### src/rtl/cdb_arbiter_pkg.sv
// rtl/cdb_arbiter_pkg.sv - shared widths, FIFO depth and CDB source encoding
// Purpose: common constants for the CDB arbiter slice.
//   DAT_W_DEF / ROB_BIT_DEF : default result data / ROB tag widths
//   RES_FIFO_D              : default entries per producer result FIFO
//   cdb_src_e               : CDB source id (ALU = 0, LSB = 1)
package cdb_arbiter_pkg;

   localparam int DAT_W_DEF   = 32;
   localparam int ROB_BIT_DEF = 4;
   localparam int RES_FIFO_D  = 2;

   typedef enum logic {
      CDB_SRC_ALU = 1'b0,
      CDB_SRC_LSB = 1'b1
   } cdb_src_e;

endpackage

### src/rtl/cdb_arbiter_if.sv
// rtl/cdb_arbiter_if.sv - producer/CDB bundle between the core and the CDB arbiter
// Purpose: groups run control, both producer result ports and the CDB broadcast.
//   en, br_flag                  : run enable, mispredict flush
//   alu_en_i/q_i/v_i, alu_rdy_o  : ALU result push and FIFO ready
//   lsb_en_i/q_i/v_i, lsb_rdy_o  : LSB result push and FIFO ready
//   cdb_en_o/q_o/v_o/src_o       : CDB broadcast
// Modports: master = core/producer side, slave = arbiter side.
interface cdb_arbiter_if
   import cdb_arbiter_pkg::*;
#(
   parameter int DAT_W   = DAT_W_DEF,
   parameter int ROB_BIT = ROB_BIT_DEF
);
   logic               en;
   logic               br_flag;
   logic               alu_en_i;
   logic [ROB_BIT-1:0] alu_q_i;
   logic [DAT_W-1:0]   alu_v_i;
   logic               alu_rdy_o;
   logic               lsb_en_i;
   logic [ROB_BIT-1:0] lsb_q_i;
   logic [DAT_W-1:0]   lsb_v_i;
   logic               lsb_rdy_o;
   logic               cdb_en_o;
   logic [ROB_BIT-1:0] cdb_q_o;
   logic [DAT_W-1:0]   cdb_v_o;
   logic               cdb_src_o;

   modport master (
      output en, br_flag,
      output alu_en_i, alu_q_i, alu_v_i, input alu_rdy_o,
      output lsb_en_i, lsb_q_i, lsb_v_i, input lsb_rdy_o,
      input  cdb_en_o, cdb_q_o, cdb_v_o, cdb_src_o
   );

   modport slave (
      input  en, br_flag,
      input  alu_en_i, alu_q_i, alu_v_i, output alu_rdy_o,
      input  lsb_en_i, lsb_q_i, lsb_v_i, output lsb_rdy_o,
      output cdb_en_o, cdb_q_o, cdb_v_o, cdb_src_o
   );
endinterface

### src/rtl/cdb_arbiter_res_fifo.sv
// rtl/cdb_arbiter_res_fifo.sv - per-producer result FIFO holding {tag, value}
// Purpose: small circular FIFO; callers gate push/pop, flush empties it.
//   clk, rst            : clock, synchronous active-high reset
//   flush               : empty the FIFO (stored data is left stale)
//   push, push_q/push_v : write one entry at tail
//   pop                 : drop the head entry
//   head_q, head_v      : current head entry (valid only when !empty)
//   count, full, empty  : occupancy
module res_fifo
   import cdb_arbiter_pkg::*;
#(
   parameter int DAT_W   = DAT_W_DEF,
   parameter int ROB_BIT = ROB_BIT_DEF,
   parameter int FIFO_D  = RES_FIFO_D,
   localparam int PW     = $clog2(FIFO_D),
   localparam int CW     = PW + 1
) (
   input  logic               clk,
   input  logic               rst,
   input  logic               flush,
   input  logic               push,
   input  logic [ROB_BIT-1:0] push_q,
   input  logic [DAT_W-1:0]   push_v,
   input  logic               pop,
   output logic [ROB_BIT-1:0] head_q,
   output logic [DAT_W-1:0]   head_v,
   output logic [CW-1:0]      count,
   output logic               full,
   output logic               empty
);
   logic [ROB_BIT-1:0] q_mem [FIFO_D];
   logic [DAT_W-1:0]   v_mem [FIFO_D];
   logic [PW-1:0]      head;
   logic [PW-1:0]      tail;

   // Pointers wrap naturally because FIFO_D is a power of two.
   always_ff @(posedge clk) begin
      if (rst || flush) begin
         head  <= '0;
         tail  <= '0;
         count <= '0;
      end else begin
         if (push) tail <= tail + 1'b1;
         if (pop)  head <= head + 1'b1;
         case ({push, pop})
            2'b10:   count <= count + 1'b1;
            2'b01:   count <= count - 1'b1;
            default: count <= count;
         endcase
      end
   end

   always_ff @(posedge clk) begin
      if (push) begin
         q_mem[tail] <= push_q;
         v_mem[tail] <= push_v;
      end
   end

   assign head_q = q_mem[head];
   assign head_v = v_mem[head];
   assign full   = (count == CW'(FIFO_D));
   assign empty  = (count == '0);
endmodule

### src/rtl/cdb_arbiter.sv
// rtl/cdb_arbiter.sv - round-robin arbiter driving one ALU/LSB result per cycle onto the CDB
// Purpose: buffers each producer in a res_fifo and broadcasts one head per cycle,
// alternating under contention; br_flag empties both FIFOs, en=0 freezes everything.
//   clk, rst : clock, synchronous active-high reset
//   bus      : cdb_arbiter_if.slave (run control, producer ports, CDB broadcast)
module cdb_arbiter
   import cdb_arbiter_pkg::*;
#(
   parameter int DAT_W   = DAT_W_DEF,
   parameter int ROB_BIT = ROB_BIT_DEF,
   parameter int FIFO_D  = RES_FIFO_D,
   localparam int CW     = $clog2(FIFO_D) + 1
) (
   input logic            clk,
   input logic            rst,
   cdb_arbiter_if.slave   bus
);
   logic               active;
   logic               alu_full, alu_empty, lsb_full, lsb_empty;
   logic [CW-1:0]      alu_cnt, lsb_cnt;
   logic [ROB_BIT-1:0] alu_hq, lsb_hq;
   logic [DAT_W-1:0]   alu_hv, lsb_hv;
   logic               alu_push, lsb_push, alu_pop, lsb_pop;
   logic               cdb_en;
   cdb_src_e           grant;
   cdb_src_e           last;

   assign active = bus.en & ~bus.br_flag;

   // Ready depends only on registered occupancy, so a pop in the same cycle
   // never lets a full FIFO take a new entry.
   assign bus.alu_rdy_o = active & ~alu_full;
   assign bus.lsb_rdy_o = active & ~lsb_full;
   assign alu_push      = bus.alu_rdy_o & bus.alu_en_i;
   assign lsb_push      = bus.lsb_rdy_o & bus.lsb_en_i;

   // Under contention the side that did not win last time goes next.
   assign grant  = (!alu_empty && (lsb_empty || last == CDB_SRC_LSB)) ? CDB_SRC_ALU : CDB_SRC_LSB;
   assign cdb_en = active & ~(alu_empty & lsb_empty);
   assign alu_pop = cdb_en & (grant == CDB_SRC_ALU);
   assign lsb_pop = cdb_en & (grant == CDB_SRC_LSB);

   assign bus.cdb_en_o  = cdb_en;
   assign bus.cdb_q_o   = !cdb_en ? '0 : (grant == CDB_SRC_LSB) ? lsb_hq : alu_hq;
   assign bus.cdb_v_o   = !cdb_en ? '0 : (grant == CDB_SRC_LSB) ? lsb_hv : alu_hv;
   assign bus.cdb_src_o = cdb_en & (grant == CDB_SRC_LSB);

   // Reset to LSB so the ALU wins the first tie; a flush keeps the history.
   always_ff @(posedge clk) begin
      if (rst)         last <= CDB_SRC_LSB;
      else if (cdb_en) last <= grant;
   end

   res_fifo #(.DAT_W(DAT_W), .ROB_BIT(ROB_BIT), .FIFO_D(FIFO_D)) u_alu_fifo (
      .clk(clk), .rst(rst), .flush(bus.br_flag),
      .push(alu_push), .push_q(bus.alu_q_i), .push_v(bus.alu_v_i), .pop(alu_pop),
      .head_q(alu_hq), .head_v(alu_hv), .count(alu_cnt), .full(alu_full), .empty(alu_empty)
   );

   res_fifo #(.DAT_W(DAT_W), .ROB_BIT(ROB_BIT), .FIFO_D(FIFO_D)) u_lsb_fifo (
      .clk(clk), .rst(rst), .flush(bus.br_flag),
      .push(lsb_push), .push_q(bus.lsb_q_i), .push_v(bus.lsb_v_i), .pop(lsb_pop),
      .head_q(lsb_hq), .head_v(lsb_hv), .count(lsb_cnt), .full(lsb_full), .empty(lsb_empty)
   );

   // Producer contract while the arbiter is running: push only when ready,
   // never with the reserved tag 0. Pushes during flush are simply discarded.
   a_alu_push: assert property (@(posedge clk) disable iff (rst)
      (bus.alu_en_i && active) |-> (bus.alu_rdy_o && bus.alu_q_i != '0));
   a_lsb_push: assert property (@(posedge clk) disable iff (rst)
      (bus.lsb_en_i && active) |-> (bus.lsb_rdy_o && bus.lsb_q_i != '0));
   a_cnt_bound: assert property (@(posedge clk) disable iff (rst)
      (alu_cnt <= CW'(FIFO_D)) && (lsb_cnt <= CW'(FIFO_D)));
endmodule

### src/flat_wrapper.sv
// flat-port wrapper written by rule: the top's interface ports become plain ports
module cdb_arbiter_flat import cdb_arbiter_pkg::*;
#(
   parameter int DAT_W   = DAT_W_DEF,
   parameter int ROB_BIT = ROB_BIT_DEF,
   parameter int FIFO_D  = RES_FIFO_D,
   localparam int CW     = $clog2(FIFO_D) + 1
)
  (clk, rst, bus_en, bus_br_flag, bus_alu_en_i, bus_alu_q_i, bus_alu_v_i, bus_alu_rdy_o, bus_lsb_en_i, bus_lsb_q_i, bus_lsb_v_i, bus_lsb_rdy_o, bus_cdb_en_o, bus_cdb_q_o, bus_cdb_v_o, bus_cdb_src_o);
  cdb_arbiter_if #(.DAT_W(DAT_W), .ROB_BIT(ROB_BIT)) bus_i ();
  input logic clk;
  input logic rst;
  input wire logic [$bits(bus_i.en)-1:0] bus_en;
  input wire logic [$bits(bus_i.br_flag)-1:0] bus_br_flag;
  input wire logic [$bits(bus_i.alu_en_i)-1:0] bus_alu_en_i;
  input wire logic [$bits(bus_i.alu_q_i)-1:0] bus_alu_q_i;
  input wire logic [$bits(bus_i.alu_v_i)-1:0] bus_alu_v_i;
  output wire logic [$bits(bus_i.alu_rdy_o)-1:0] bus_alu_rdy_o;
  input wire logic [$bits(bus_i.lsb_en_i)-1:0] bus_lsb_en_i;
  input wire logic [$bits(bus_i.lsb_q_i)-1:0] bus_lsb_q_i;
  input wire logic [$bits(bus_i.lsb_v_i)-1:0] bus_lsb_v_i;
  output wire logic [$bits(bus_i.lsb_rdy_o)-1:0] bus_lsb_rdy_o;
  output wire logic [$bits(bus_i.cdb_en_o)-1:0] bus_cdb_en_o;
  output wire logic [$bits(bus_i.cdb_q_o)-1:0] bus_cdb_q_o;
  output wire logic [$bits(bus_i.cdb_v_o)-1:0] bus_cdb_v_o;
  output wire logic [$bits(bus_i.cdb_src_o)-1:0] bus_cdb_src_o;
  assign bus_i.en = bus_en;
  assign bus_i.br_flag = bus_br_flag;
  assign bus_i.alu_en_i = bus_alu_en_i;
  assign bus_i.alu_q_i = bus_alu_q_i;
  assign bus_i.alu_v_i = bus_alu_v_i;
  assign bus_alu_rdy_o = bus_i.alu_rdy_o;
  assign bus_i.lsb_en_i = bus_lsb_en_i;
  assign bus_i.lsb_q_i = bus_lsb_q_i;
  assign bus_i.lsb_v_i = bus_lsb_v_i;
  assign bus_lsb_rdy_o = bus_i.lsb_rdy_o;
  assign bus_cdb_en_o = bus_i.cdb_en_o;
  assign bus_cdb_q_o = bus_i.cdb_q_o;
  assign bus_cdb_v_o = bus_i.cdb_v_o;
  assign bus_cdb_src_o = bus_i.cdb_src_o;
  cdb_arbiter #(.DAT_W(DAT_W), .ROB_BIT(ROB_BIT), .FIFO_D(FIFO_D)) u_core (.clk(clk), .rst(rst), .bus(bus_i));
endmodule
### config.mk
export PLATFORM = sky130hd
export DESIGN_NAME = cdb_arbiter_flat
export DESIGN_NICKNAME = d
export VERILOG_FILES = /design/src/rtl/cdb_arbiter_pkg.sv /design/src/rtl/cdb_arbiter_if.sv /design/src/rtl/cdb_arbiter_res_fifo.sv /design/src/rtl/cdb_arbiter.sv /design/src/flat_wrapper.sv
export SDC_FILE = /design/constraint.sdc
export NUM_CORES = 1
export LEC_CHECK = 0
export ABC_AREA = 1
export CAP_MARGIN = 15
export CORE_ASPECT_RATIO = 1.1
export CORE_MARGIN = 4
export CORE_UTILIZATION = 51
export DETAILED_ROUTE_END_ITERATION = 12
export PLACE_DENSITY_LB_ADDON = 0.15
export SKIP_LAST_GASP = 1
export SYNTH_ARGS = -nofsm -noshare
export SYNTH_HDL_FRONTEND = slang
export SYNTH_SLANG_ARGS = --single-unit
### constraint.sdc
create_clock -name clk -period 3.5 [get_ports clk]
set_input_delay 0.525 -clock clk [delete_from_list [all_inputs] [get_ports clk]]
set_output_delay 0.525 -clock clk [all_outputs]
set_load 0.01 [all_outputs]
==> results of run 1 <==
[worst max-delay path, delay by kind of cell]
family	cells	cell delay, ps
AO/OA/AOI/OAI	2	470
AND/OR/NAND/NOR	2	380
buffers and inverters	3	1070
[flip-flops by register name, summed over array words and instances (netlist names), 2 cells and up, named ones only]
name,count
u_core.u_alu_fifo.count,2
u_core.u_alu_fifo.v_mem,64
u_core.u_alu_fifo.q_mem,8
u_core.u_lsb_fifo.count,2
u_core.u_lsb_fifo.q_mem,8
u_core.u_lsb_fifo.v_mem,64
[metal layers]
layer	part of all wire, %	track usage, %	up-vias
met5	0	0	-
met4	0.73	5.034	0
met3	5.8	4.734	9
met2	54	34.86	114
met1	40	22.01	1819
li1	-	-	1838
[final timing paths]
kind / endpoint / from / cells past startpoint
min reg2reg: u_core.last$_SDFFE_PP1P_ / u_core.last$_SDFFE_PP1P_ / 2
max reg2reg: u_core.u_alu_fifo.count[1]$_SDFFE_PP0P_ / u_core.u_alu_fifo.count[1]$_SDFFE_PP0P_ / 11
min: u_core.last$_SDFFE_PP1P_ / u_core.last$_SDFFE_PP1P_ / 2
max: bus_cdb_v_o[27] / bus_br_flag / 7
[cell usage after synthesis]
cell type and n:
edfxtp_1 144, o21ai_0 73, or2_2 71, o22ai_1 36, nor2_1 18, nand2_1 16
inv_1 15, clkbuf_1 11, dfxtp_1 11, a21oi_1 7, buf_6 5, buf_2 3
nand3_1 3, o21bai_1 3, clkbuf_2 2, ha_1 2, nand2_2 2, a21boi_0 1
a21oi_4 1, inv_2 1, nand2_4 1, nand3_2 1, nor2_4 1, o21ai_1 1
[layout make-up]
type,count,area (sq um)
Clock inverter,12,123.9
Multi-Input combinational cell,237,1349
Sequential cell,155,4544
Inverter,16,60.06
Fill cell,835,3562
Tap cell,150,187.7
Timing Repair Buffer,128,1279
Clock buffer,20,436.7
[kinds of logic after synthesis]
kind of cell	count (synthesis)	share of synthesized area, %
fa+ha+maj	2	0.4128
simple gates	113	10.43
buf+inv	37	3.014
compound gates	122	11.17
flops	155	74.98
[where the power goes]
| group | internal, mW | switching [mW] |
|---|---|---|
| logic | 0.122 | 0.0837 |
| registers | 2.06 | 0.00704 |
| clock network | 1.04 | 0.662 |
==> flow_summary.ini, run 1 <==
[route]
vias_per_cell = 5.265
drc = 0
postRouteWirelength_mm = 12.82
antenna_left = 0
num_vias = 3780
drtIter0Drc = 222
first_pass_iters = 4
wire_per_inst_um = 17.85

[finish]
area_delta_synth_final_pct = 31.67
nets = 635
stdcell_count = 718
fin_area_sq_um = 7980
drive_above_1_share_pct = 21.13
layout_common_cells = edfxtp_1, clkdlybuf4s50_1, o21ai_0, or2_2, o22ai_1
mostFrequentLayoutCell = edfxtp_1
fin_util_pct = 69.14
diodes = 0

[sta]
finalWorstSetupSlack_ps = 504.4
setup_viol = 0
post-route-period-util_pct = 85.59
final_max_slew_viol_count = 0
whs_ps = 494.6
clock_skew_ps = 6.174
tns_ps = 0
hold_viol = 0
rsz0062_at_grt = no
timing.fmax_ghz = 0.3338
maxSlewHeadroom_pct = 55.32
final.min_clock_period_ps = 2996
worst_slew_pin_slew_ps = 669.4

[worst_setup_path]
crit_chain = clkdlybuf4s50_1 -> inv_1 -> nand2_2 -> a21oi_4 -> nand2_4 -> o22ai_1 -> clkdlybuf4s50_1
crit_required_ps = 2970
critPathLaunchType = primary input
rrSetupSlack_ps = 1500
worstSetupPathType = in2out
cp_slowest_cell = clkdlybuf4s50_1
worst_ep_arrival_time_ps = 2470
slowest_delay_ps = 590
cpMostUsedCell = clkdlybuf4s50_1
critPathMaxFanout = 37
endpoint_kind = primary output

[grt]
grt_pass1_wl_mm = 19.70
antenna_found_initial = 0
first_global_vias = 3860
grt_overflow = 0
grt_start_max_net_pins = 40
track_usage_pct = 18.86

[logic_synthesis]
synth_area_leaders = edfxtp_1, or2_2, o21ai_0
synth_cells = 429
synthDominantCellAreaShare_pct = 71.35
avgSynthCellArea_sq_um = 14.13
ys_seq_area_share_pct = 74.98
synth_area_leader_cell = edfxtp_1
ys_seq_elements = 155
synth_cell_types = 24
syn_area_sq_um = 6061
syn_nets = 509
ys.warnings.count = 0

[clock_network]
ctsHtreeMaxLevel = 4
clkSinkCount = 155
post_cts_buffers = 0
cts_resized = 0
cts_tree = built
cts_hold_repair.buffers = 0
cts_root_buf = clkbuf_16
cts.clk_slew.worst_paths_ps = 60
clockBufferDepth = 2
worst_skew_pair.late_latency_ps = 400
cts_made_buffers = 17

[placement]
portBuffers = 117
dp_hpwl_mm = 8.108
dp_slack_ps = 479.3
placed_area_sq_um = 7420
place.gp.congestion = 0.7360
placed_cells = 686

[worst_hold_path]
hold_class = reg2reg

[floorplan]
core-area_sq_um = 11540
rows = 41
dieArea_sq_um = 13690
die_w_um = 111.9
io_pins = 118
fp.dieH_um = 122.3
start_util_pct = 52.51

[run_status]
status = finished clean

[pwr]
pwr_density_cell_nw_per_um2 = 498.4
p_leak_nw = 2.764
power_mw = 3.977
ir_drop_mv = 0.3285

[job]
maxCapViolations = 0
Note: power is estimated with default switching activity, not from simulation.
==> run 2, diff against run 1 <==
SKIP_CTS_REPAIR_TIMING = 1   (was not set)
==> results of run 2 <==
No change in the layout: final DEF, timing and power equal those of run 1.
==> run 3, diff against run 2 <==
CORE_MARGIN = 10   (was 4)
==> run 3 against run 2 <==
Maximum frequency decreased by 0.94%. Sequential cell count stayed put. Die area is 22% higher. Critical endpoint is now bus_cdb_v_o[21].
==> flow_summary.ini, run 3 (synthesized netlist as in run 1, its figures left out) <==
[run_status]
status = finished clean

[clock_network]
cts_root_buf = clkbuf_16
ctsHtreeMaxLevel = 4
cts_tree = built
clkSinkCount = 155
cts_made_buffers = 17
clockBufferDepth = 2
worst_skew_pair.late_latency_ps = 410
cts.clk_slew.worst_paths_ps = 60

[worst_setup_path]
critPathBufInv = 3
slowest_delay_ps = 590
critPathLaunchType = primary input
endpoint_kind = primary output
critPathMaxFanout = 37
crit_family = buffers and inverters
crit_chain = clkdlybuf4s50_1 -> inv_1 -> nand2_2 -> a21oi_4 -> nand2_4 -> o22ai_1 -> clkdlybuf4s50_1
worst_ep_arrival_time_ps = 2500
worstSetupPathType = in2out
cpMostUsedCell = clkdlybuf4s50_1
crit_required_ps = 2970
cp_slowest_cell = clkdlybuf4s50_1

[floorplan]
start_util_pct = 52.51
rows = 41
fp.dieH_um = 134.3
dieArea_sq_um = 16650
die_w_um = 123.9
core-area_sq_um = 11540
io_pins = 118

[sta]
maxSlewHeadroom_pct = 55.89
worst_slew_pin_slew_ps = 660.1
hold_viol = 0
rsz0062_at_grt = no
final.min_clock_period_ps = 3024
clock_skew_ps = 5.798
setup_viol = 0
timing.fmax_ghz = 0.3307
tns_ps = 0
final_max_slew_viol_count = 0
post-route-period-util_pct = 86.40

[pwr]
p_leak_nw = 2.743
p_int_mw = 3.154
clockPowerShare_pct = 42.2
power_switching_mw = 0.7806
pwr_density_cell_nw_per_um2 = 494.1
ir_drop_mv = 0.2522
sw_frac_of_total_pct = 19.84
p_seq_share_pct = 52.5
p_comb_share_pct = 5.3

[finish]
nets = 634
reg_top3 = u_core.u_alu_fifo.v_mem (64), u_core.u_lsb_fifo.v_mem (64)
diodes = 0
area_delta_synth_final_pct = 31.38
layout_common_cells = edfxtp_1, clkdlybuf4s50_1, o21ai_0, or2_2, o22ai_1
fin_util_pct = 68.99
mostFrequentLayoutCell = edfxtp_1
drive_above_1_share_pct = 20.99

[route]
met1Wirelength_mm = 5.624
antenna_left = 0
num_vias = 3835
first_pass_iters = 7
postRouteWirelength_mm = 14.29
wire_per_inst_um = 19.93
dr_wl_met2_mm = 7.536
vias_per_cell = 5.349
drc = 0
highest_layer = met4
dr_wl_met3_mm = 1.001
drtIter0Drc = 250

[placement]
place.gp.congestion = 0.7246
dp_hpwl_mm = 8.936
portBuffers = 117

[job]
maxCapViolations = 0

[grt]
grt_start_max_net_pins = 40
first_global_vias = 4150
grt_pass1_wl_mm = 21.93
track_usage_pct = 17.31
grt_overflow = 0
antenna_found_initial = 0

[worst_hold_path]
hold_class = reg2reg
[run 3: cell count changes in the layout (fill, tap and decap cells not counted), sizes merged]
cell and delta:
bufinv -1, clkbuf +1, clkinv -4, inv +1
buf -1, clkinvlp +3
[run 3: final timing paths]
| kind | start | endpoint | slack, ps | cells after the start |
|---|---|---|---|---|
| worst max-delay path | bus_br_flag | bus_cdb_v_o[21] | 480 | 7 |
| worst max register to register | u_core.u_alu_fifo.count[0]$_SDFFE_PP0P_ | u_core.u_alu_fifo.v_mem[0][28]$_DFFE_PP_ | 1360 | 5 |
| worst min register to register | u_core.last$_SDFFE_PP1P_ | u_core.last$_SDFFE_PP1P_ | 500 | 2 |
| worst min-delay path | u_core.last$_SDFFE_PP1P_ | u_core.last$_SDFFE_PP1P_ | 500 | 2 |
[run 3: power groups by stage]
stage | clock network (mW) | logic [mW] | registers [mW]
global placement | 0 | 0.204 | 2.10
finish | 1.66 | 0.210 | 2.06
global route | 1.77 | 0.227 | 2.07
floorplan | 0 | 0.0691 | 2.10
CTS | 1.68 | 0.212 | 2.06
detailed placement | 0 | 0.210 | 2.10
[run 3: per-stage QoR]
| stage | instance area [sq um] | total power, mW | hold slack [ps] | setup WS (ps) | instances |
|---|---|---|---|---|---|
| global placement | 7425 | 2.305 | 465.2 | 474.3 | 685 |
| floorplan | 6061 | 2.172 | 443.0 | 447.9 | 429 |
| global route | 7963 | 4.062 | 526.9 | 374.9 | 717 |
| CTS | 7963 | 3.958 | 499.2 | 437.4 | 717 |
| finish | 7963 | 3.935 | 497.8 | 476.0 | 717 |
| detailed placement | 7425 | 2.314 | 485.3 | 435.1 | 685 |
[run 3: cell type report]
type,instances,area [sq um]
flip-flops and latches,155,4544
repair buffers,127,1284
clock buffers,21,440.4
fillers,844,3580
inverters,16,60.06
well taps,150,187.7
clock inverters,11,97.59
multi-input cells,237,1349
[run 3: per-layer routing]
layer	GRT usage [%]	up-vias
met3	5.542	9
met5	0	-
met4	5.314	0
met2	29.96	132
met1	19.74	1865
li1	-	1829
[run 3: tightest hold or removal path: stages (launching register included)]
cell and delay, ps:
dfxtp_1 350, a21oi_1 80, nand2_1 50
